<file path="config.mk">
export PLATFORM = sky130hd
export DESIGN_NAME = rx_frame_fsm
export DESIGN_NICKNAME = d
export VERILOG_FILES = /design/src/rtl/rx_frame_fsm.sv
export SDC_FILE = /design/constraint.sdc
export NUM_CORES = 1
export LEC_CHECK = 0
export BUFFER_PORTS_ARGS = -buffer_cell sky130_fd_sc_hd__buf_2
export CORE_MARGIN = 4
export CORE_UTILIZATION = 57
export DETAILED_ROUTE_END_ITERATION = 12
export PLACE_DENSITY = 0.85
export SLEW_MARGIN = 5
export SYNTH_ARGS = -nofsm -noshare
export SYNTH_HDL_FRONTEND = slang
export SYNTH_SLANG_ARGS = --single-unit
</file>
<file path="constraint.sdc">
create_clock -name clk -period 2.29 [get_ports clk]
set_input_delay 0.5725 -clock clk [delete_from_list [all_inputs] [get_ports clk]]
set_output_delay 0.5725 -clock clk [all_outputs]
set_load 0.05 [all_outputs]
</file>
<file path="src/rtl/rx_frame_fsm.sv">
// ----------------------------------------------------------------------------
// rx_frame_fsm
// Receive framing controller for an oversampled UART-style serial line.
// Follows one frame (start, 8 data bits, optional parity, stop) using the
// acquisition ticks from the baud-rate module. Each bit is sampled at tick
// ACQ_POINT of its period. The received byte and the error flags are
// published together with a one-clk Done_o pulse.
//
// Ports
//   clk            system clock
//   rst            asynchronous reset, active low
//   AcqSig_i       one-clk acquisition tick (OVERSAMPLE per bit period)
//   Rx_Synch_i     start-edge sync pulse, honoured only in IDLE
//   RxBit_i        synchronized RX line level
//   p_ParityEn_i   1 = parity bit present
//   p_ParityOdd_i  1 = odd parity, 0 = even
//   p_BigEnd_i     1 = MSB first, 0 = LSB first
//   State_o        one-hot state
//   BitCounter_o   index of the current data bit (0 outside DATABITS)
//   Data_o         last received byte
//   Done_o         one-clk frame-complete pulse
//   ParityErr_o    parity error of the last frame
//   FrameErr_o     stop-bit error of the last frame
//
// state     | meaning
// ----------+--------------------------------------------------------------
// IDLE      | waiting for Rx_Synch_i
// STARTBIT  | start bit; a high sample is a false start
// DATABITS  | 8 data bits, stored at each sample tick
// PARITYBIT | parity bit checked at its sample tick
// STOPBIT   | stop bit; leaves at the sample tick so the next edge can resync
// ----------------------------------------------------------------------------
module rx_frame_fsm #(
   parameter int OVERSAMPLE = 16,
   parameter int ACQ_POINT  = 7
) (
   input  logic       clk,
   input  logic       rst,
   input  logic       AcqSig_i,
   input  logic       Rx_Synch_i,
   input  logic       RxBit_i,
   input  logic       p_ParityEn_i,
   input  logic       p_ParityOdd_i,
   input  logic       p_BigEnd_i,
   output logic [4:0] State_o,
   output logic [3:0] BitCounter_o,
   output logic [7:0] Data_o,
   output logic       Done_o,
   output logic       ParityErr_o,
   output logic       FrameErr_o
);

   typedef enum logic [4:0] {
      S_IDLE  = 5'b00001,
      S_START = 5'b00010,
      S_DATA  = 5'b00100,
      S_PAR   = 5'b01000,
      S_STOP  = 5'b10000
   } state_t;

   localparam logic [3:0] ACQ_TC = 4'(ACQ_POINT);
   localparam logic [3:0] END_TC = 4'(OVERSAMPLE - 1);

   state_t     r_state;
   state_t     w_next;
   logic [3:0] r_tick;
   logic [3:0] r_bitcnt;
   logic [7:0] r_shift;
   logic       r_par;
   logic       r_perr_int;
   logic       r_par_en;
   logic       r_par_odd;
   logic       r_big_end;
   logic [7:0] r_data;
   logic       r_done;
   logic       r_perr;
   logic       r_ferr;

   logic       w_sample;
   logic       w_end;
   logic       w_start;
   logic       w_done;
   logic [2:0] w_idx;

   assign w_sample = AcqSig_i && (r_tick == ACQ_TC);
   assign w_end    = AcqSig_i && (r_tick == END_TC);
   assign w_start  = (r_state == S_IDLE) && Rx_Synch_i;
   assign w_done   = (r_state == S_STOP) && w_sample;
   assign w_idx    = r_big_end ? (3'd7 - r_bitcnt[2:0]) : r_bitcnt[2:0];

   always_comb begin
      w_next = r_state;
      case (r_state)
         S_IDLE:  if (Rx_Synch_i) w_next = S_START;
         S_START: begin
            if (w_sample && RxBit_i) w_next = S_IDLE;
            else if (w_end)          w_next = S_DATA;
         end
         S_DATA:  if (w_end && (r_bitcnt == 4'd7)) w_next = r_par_en ? S_PAR : S_STOP;
         S_PAR:   if (w_end) w_next = S_STOP;
         S_STOP:  if (w_sample) w_next = S_IDLE;
         default: w_next = S_IDLE;
      endcase
   end

   always_ff @(posedge clk or negedge rst) begin
      if (!rst) begin
         r_state    <= S_IDLE;
         r_tick     <= 4'd0;
         r_bitcnt   <= 4'd0;
         r_shift    <= 8'h00;
         r_par      <= 1'b0;
         r_perr_int <= 1'b0;
         r_par_en   <= 1'b0;
         r_par_odd  <= 1'b0;
         r_big_end  <= 1'b0;
         r_data     <= 8'h00;
         r_done     <= 1'b0;
         r_perr     <= 1'b0;
         r_ferr     <= 1'b0;
      end else begin
         r_state <= w_next;
         r_done  <= w_done;

         // The tick count starts at 1 because the sync pulse already marks
         // the first tick of the start bit.
         if (r_state == S_IDLE) begin
            if (Rx_Synch_i) r_tick <= 4'd1;
         end else if (AcqSig_i) begin
            r_tick <= r_tick + 4'd1;
         end

         if (w_start) begin
            r_par_en  <= p_ParityEn_i;
            r_par_odd <= p_ParityOdd_i;
            r_big_end <= p_BigEnd_i;
         end

         if (r_state != S_DATA) begin
            r_bitcnt <= 4'd0;
         end else if (w_end) begin
            r_bitcnt <= (r_bitcnt == 4'd7) ? 4'd0 : r_bitcnt + 4'd1;
         end

         if ((r_state == S_DATA) && w_sample) begin
            r_shift[w_idx] <= RxBit_i;
            r_par          <= (r_bitcnt == 4'd0) ? RxBit_i : (r_par ^ RxBit_i);
         end

         if ((r_state == S_PAR) && w_sample) begin
            r_perr_int <= ((r_par ^ RxBit_i) != r_par_odd);
         end

         // Byte and flags are staged internally and published together
         // with Done_o so the outputs stay stable for a whole frame.
         if (w_done) begin
            r_data <= r_shift;
            r_ferr <= !RxBit_i;
            r_perr <= r_par_en && r_perr_int;
         end
      end
   end

   assign State_o      = r_state;
   assign BitCounter_o = r_bitcnt;
   assign Data_o       = r_data;
   assign Done_o       = r_done;
   assign ParityErr_o  = r_perr;
   assign FrameErr_o   = r_ferr;

endmodule

</file>
* After elaboration in Yosys (flattened, before gate mapping)
Cells that the tools add are included.
Cells by class: mux-type cells 19, bitwise gates (word level) 1, order comparisons 2, equal/unequal tests 15, reductions and logical operators 16, add/sub/neg operators 3
Operator list (number):
- $mux W5 | 7
- $pmux W5 S5 | 1
- $mux W4 | 6
- $logic_and A1 B1 Y1 | 10
- $add A4 B1 Y4 const B | 2
- $bwmux W8 | 1
- $eq A4 B3 Y1 const B | 2
- $ne A2 B2 Y1 const B | 4
- $eq A5 B1 Y1 const B | 1
- $eq A5 B2 Y1 const B | 1
- $eq A5 B3 Y1 const B | 1
- $eq A5 B4 Y1 const B | 1
- $eq A5 B5 Y1 const B | 1
- $ne A5 B3 Y1 const B | 1
- $reduce_and A5 Y1 | 1
- $eq A4 B4 Y1 const B | 1
- $logic_not A4 Y1 | 1
- $lt A3 B4 Y1 const B | 1
- $reduce_bool A2 Y1 | 2
- $demux W1 S3 | 1
- $ge A3 B1 Y1 const B | 1
- $mux W3 | 1
- $ne A3 B3 Y1 const B | 1
- $sub A3 B3 Y3 const A | 1
- 5 further kinds | 6
Word-level totals: register bits after elaboration 37, input port bits 8, logic and storage cells 69

* Depth between registers and ports, before layout
depth in word-level cells 7, gate-level depth with buffers 7, mapped depth without buffers 6

* Least setup slack after synthesis
OpenSTA, ideal clock, no wires.
path type register -> register, start point register r_state[4] (netlist: State_o[4]), end point register r_tick[3], setup time 118 ps, stages on the path, launching flop included 6, arrival time 1803 ps, required time 2172 ps, clock period less this slack 1921 ps, slack 369 ps, path through dfrtp_1 nor3_4 a21bo_1 buf_2 mux2_2 a21o_1
Between the ends: word-level cells in the longest chain between the ends 3, elaborated cells on any way between the ends 5, classes of those cells eq/ne: 2; mux: 1; reduce/logical: 2
RTL lines:
- from (decl) | RTL line 64 | state_t r_state;
- from (signal assigned) | RTL line 122 | r_state <= w_next;
- $eq A5 B1 Y1 (*) | RTL line 127 | if (r_state == S_IDLE) begin
- $ne A2 B2 Y1 (no source line) or $reduce_bool A2 Y1 (tied branches)
- $reduce_and A2 Y1 (no source line)
- to (signal assigned) | RTL line 130 | r_tick <= r_tick + 4'd1;
- to (decl) | RTL line 66 | logic [3:0] r_tick;
Mark *: on every way between the ends. The rest lies on a longest branch, timed or not. A chain may end at the register's enable or synchronous reset.

* Worst setup path after layout
start point register r_bitcnt[2] (netlist: BitCounter_o[2]), end point output port BitCounter_o[2]
RTL lines:
- from (decl) | RTL line 67 | logic [3:0] r_bitcnt;
- from (signal assigned) | RTL line 142 | r_bitcnt <= (r_bitcnt == 4'd7) ? 4'd0 : r_bitcnt + 4'd1;
- to (decl) | RTL line 46 | output logic [3:0] BitCounter_o,
No word-level cell between the ends.

==> flow_summary_export.csv <==
group,metric,value,unit
setup_path,cp.required,1.72,ns
timing,fin_crit_sh,88.74,%
layout,syn2layout_area_growth,10.81,%
layout,fill_cells,280,
drt,drt_iter0_markers,149,
setup_path,critical_path.startpoint,"BitCounter_o[2]",
power_and_ir_drop,power.density,795.0,mW/mm²
timing,slew_headroom,46.12,%
synthesis,synth-edff-count,0,
placement,place.port_buffers,27,
synthesis,avgSynthCellArea,10.00,µm²
drt,wl_per_cell,16.51,µm
synthesis,synth_nets,217,
cts,cts_tree,"built",
setup_path,path_delay_family,"flip-flops",
global_routing,antenna_found_initial,0,
flow_run,cap_viol_max_count,0,
global_routing,grt.overflow.total,0,
setup_path,ff2ff_path_depth,5,
die,rows,21,
die,core,0.003416,mm²
setup_path,cp_num_cells,1,
global_routing,grt_pass1_vias,1587,
synthesis,synthDistinctLibCells,57,
layout,num_antenna_cells,0,
setup_path,crit_type,"reg2out",
drt,dr_total_vias,1683,
drt,ant_nets,0,
layout,layout_commonest_cell,"dfrtp_1",
worst_hold_path,min_path_type,"in2async",
setup_path,cp-start-kind,"flop",
die,die_h,68.13,µm
power_and_ir_drop,p_leak,1.054,nW
timing,tightestPinTransition,0.8082,ns
layout,fin_util,66.85,%
timing,rsz0062_at_grt,"no",
die,io_pins,28,
setup_path,worstPathBufferInverterCount,1,
die,die_x,68.13,µm
setup_path,worst_path_max_delay_cell,"dfrtp_1",
status,status,"finished, final reports clean",
power_and_ir_drop,ir_worst_vdd,0.0006033,V
synthesis,yosys_warnings,0,
timing,skew,0.009679,ns
setup_path,worstSetupEndpointType,"primary output",
timing,fin_setup_tns,0,ns
placement,dp_hpwl,3.280,mm
setup_path,r2r_end,"r_shift[5]",
global_routing,track_usage,22.01,%
synthesis,ys_ff_latch,37,
drt,dr.pass1.iters,5,
synthesis,synthCells,206,
layout,multi_input_area,0.001056,mm²
setup_path,critPathCapture,"BitCounter_o[2]",
die,die-area,0.004641,mm²
synthesis,synthFlopType,"dfrtp_1",
timing,setup_viol,0,
synthesis,yosysSeqAreaShare,44.99,%
timing,hold_viol,0,
layout,drive_above_1_share,27.16,%
setup_path,cp_max_fo,19,
layout,layout_common_cells,"dfrtp_1, buf_2, nand2_1, a21oi_1, mux2_2",
cts,cts_made_buffers,5,
cts,cts_sinks,37,
cts,cts_max_level,2,
timing,fmax,0.4921,GHz
cts,clock-root-buffer,"clkbuf_4",
placement,place.gp.congestion,0.8912,
timing,period_needed,2.032,ns
global_routing,grt_pass1_wl,7.596,mm
cts,post_cts_resized,0,
setup_path,crit_chain,"buf_2",
global_routing,grt_max_degree,38,
setup_path,cp_slowest_stage_delay,0.73,ns
drt,vias_per_cell,6.054,
setup_path,r2r_slack,0.31,ns
setup_path,r2r-start,"r_tick[0]",
layout,final_net_count,242,
cts,clkLatencyLatePin,0.35,ns
cts,postCtsSetupRepairBufs,0,
layout,regArea,927.1,µm²
cts,clk_pin_slew,0.12,ns
die,start_util,60.33,%
cts,cts_hold_buf,0,
timing,drv_slew,0,
synthesis,async_reset_ff_share,100.0,%
setup_path,cp_data_arrival_time,1.46,ns
cts,clockBufferDepth,2,
drt,drc,0,
synthesis,syn-cell-area,0.002061,mm²
drt,wl,4.591,mm
cells by family (layout without fill, tap and decap cells):
family / count (synthesis) / after routing / synth area share [%]
compound gates: 52 / 52 / 17.37
xor+xnor: 4 / 4 / 1.700
fa+ha+maj: 3 / 3 / 1.822
buf+inv: 18 / 44 / 3.764
flops: 37 / 37 / 44.99
mux: 13 / 13 / 7.043
simple gates: 79 / 79 / 23.32
how the worst min path moves through the flow:
stage | start | end | slack [ns] | cells past startpoint
2_1_floorplan | rst | BitCounter_o[0] | 0.28 | 0
3_3_place_gp | FrameErr_o | FrameErr_o | 0.46 | 2
3_5_place_dp | Data_o[7] | Data_o[7] | 0.49 | 1
4_1_cts | rst | r_shift[3] | 0.32 | 1
5_1_grt | rst | r_shift[3] | 0.35 | 1
6_report | rst | r_shift[3] | 0.30 | 1
cell type report:
type | instances | share of cell area [%]
Clock buffer | 7 | 2.849
Tap cell | 46 | 2.521
Multi-Input combinational cell | 151 | 46.25
Timing Repair Buffer | 28 | 6.247
Clock inverter | 1 | 0.2192
Sequential cell | 37 | 40.60
Inverter | 8 | 1.315
through the flow:
stage          setup slack (ns)  area, µm²  instances  hold WS, ns  power [mW]
6_report                 0.2578       2283        278       0.2963       1.815
5_1_grt                  0.1612       2283        278       0.3493       1.931
4_1_cts                  0.2578       2283        278       0.3182       1.816
3_5_place_dp             0.2821       2213        270       0.4873       1.417
3_3_place_gp             0.3013       2213        270       0.4576       1.397
2_1_floorplan            0.3687       2061        206       0.2769       1.298
metal layers:
| metal | track usage, % | share of wire, % | vias up | wire [µm] |
|---|---|---|---|---|
| met4 | 10.17 | 1.7 | 0 | 77 |
| met2 | 35.02 | 49 | 59 | 2250 |
| met1 | 28.75 | 43 | 805 | 1967 |
| met5 | 0 | 0 | - | 0 |
| li1 | - | - | 811 | - |
| met3 | 4.433 | 6.4 | 8 | 296 |
cell usage after synthesis, types with 4 or more instances:
cell,count,share of area [%]
a211oi_1,4,1.5
a21oi_1,12,2.9
buf_2,5,1.2
dfrtp_1,36,44
inv_1,8,1.5
mux2_2,12,6.6
nand2_1,18,3.3
nand2b_1,5,1.5
nand3_1,7,1.7
nor2_1,11,2.0
nor2b_1,4,1.2
nor3_1,4,0.97
o21ai_0,8,1.9
o22ai_1,10,3.0
or2_2,4,1.2
power breakdown:
group	total, mW	internal (mW)	switching [mW]
Clock	0.405	0.178	0.227
Combinational	0.547	0.232	0.314
Sequential	0.864	0.737	0.127
Total	1.82	1.15	0.668
state kept, by name, indices dropped and copies added, names as in the netlist:
name	cells
BitCounter_o	4
Data_o	8
Done_o	1
FrameErr_o	1
ParityErr_o	1
State_o	5
r_big_end	1
r_par	1
r_par_en	1
r_par_odd	1
r_perr_int	1
r_shift	8
r_tick	4
No activity file was read; power rests on OpenSTA's default activity.
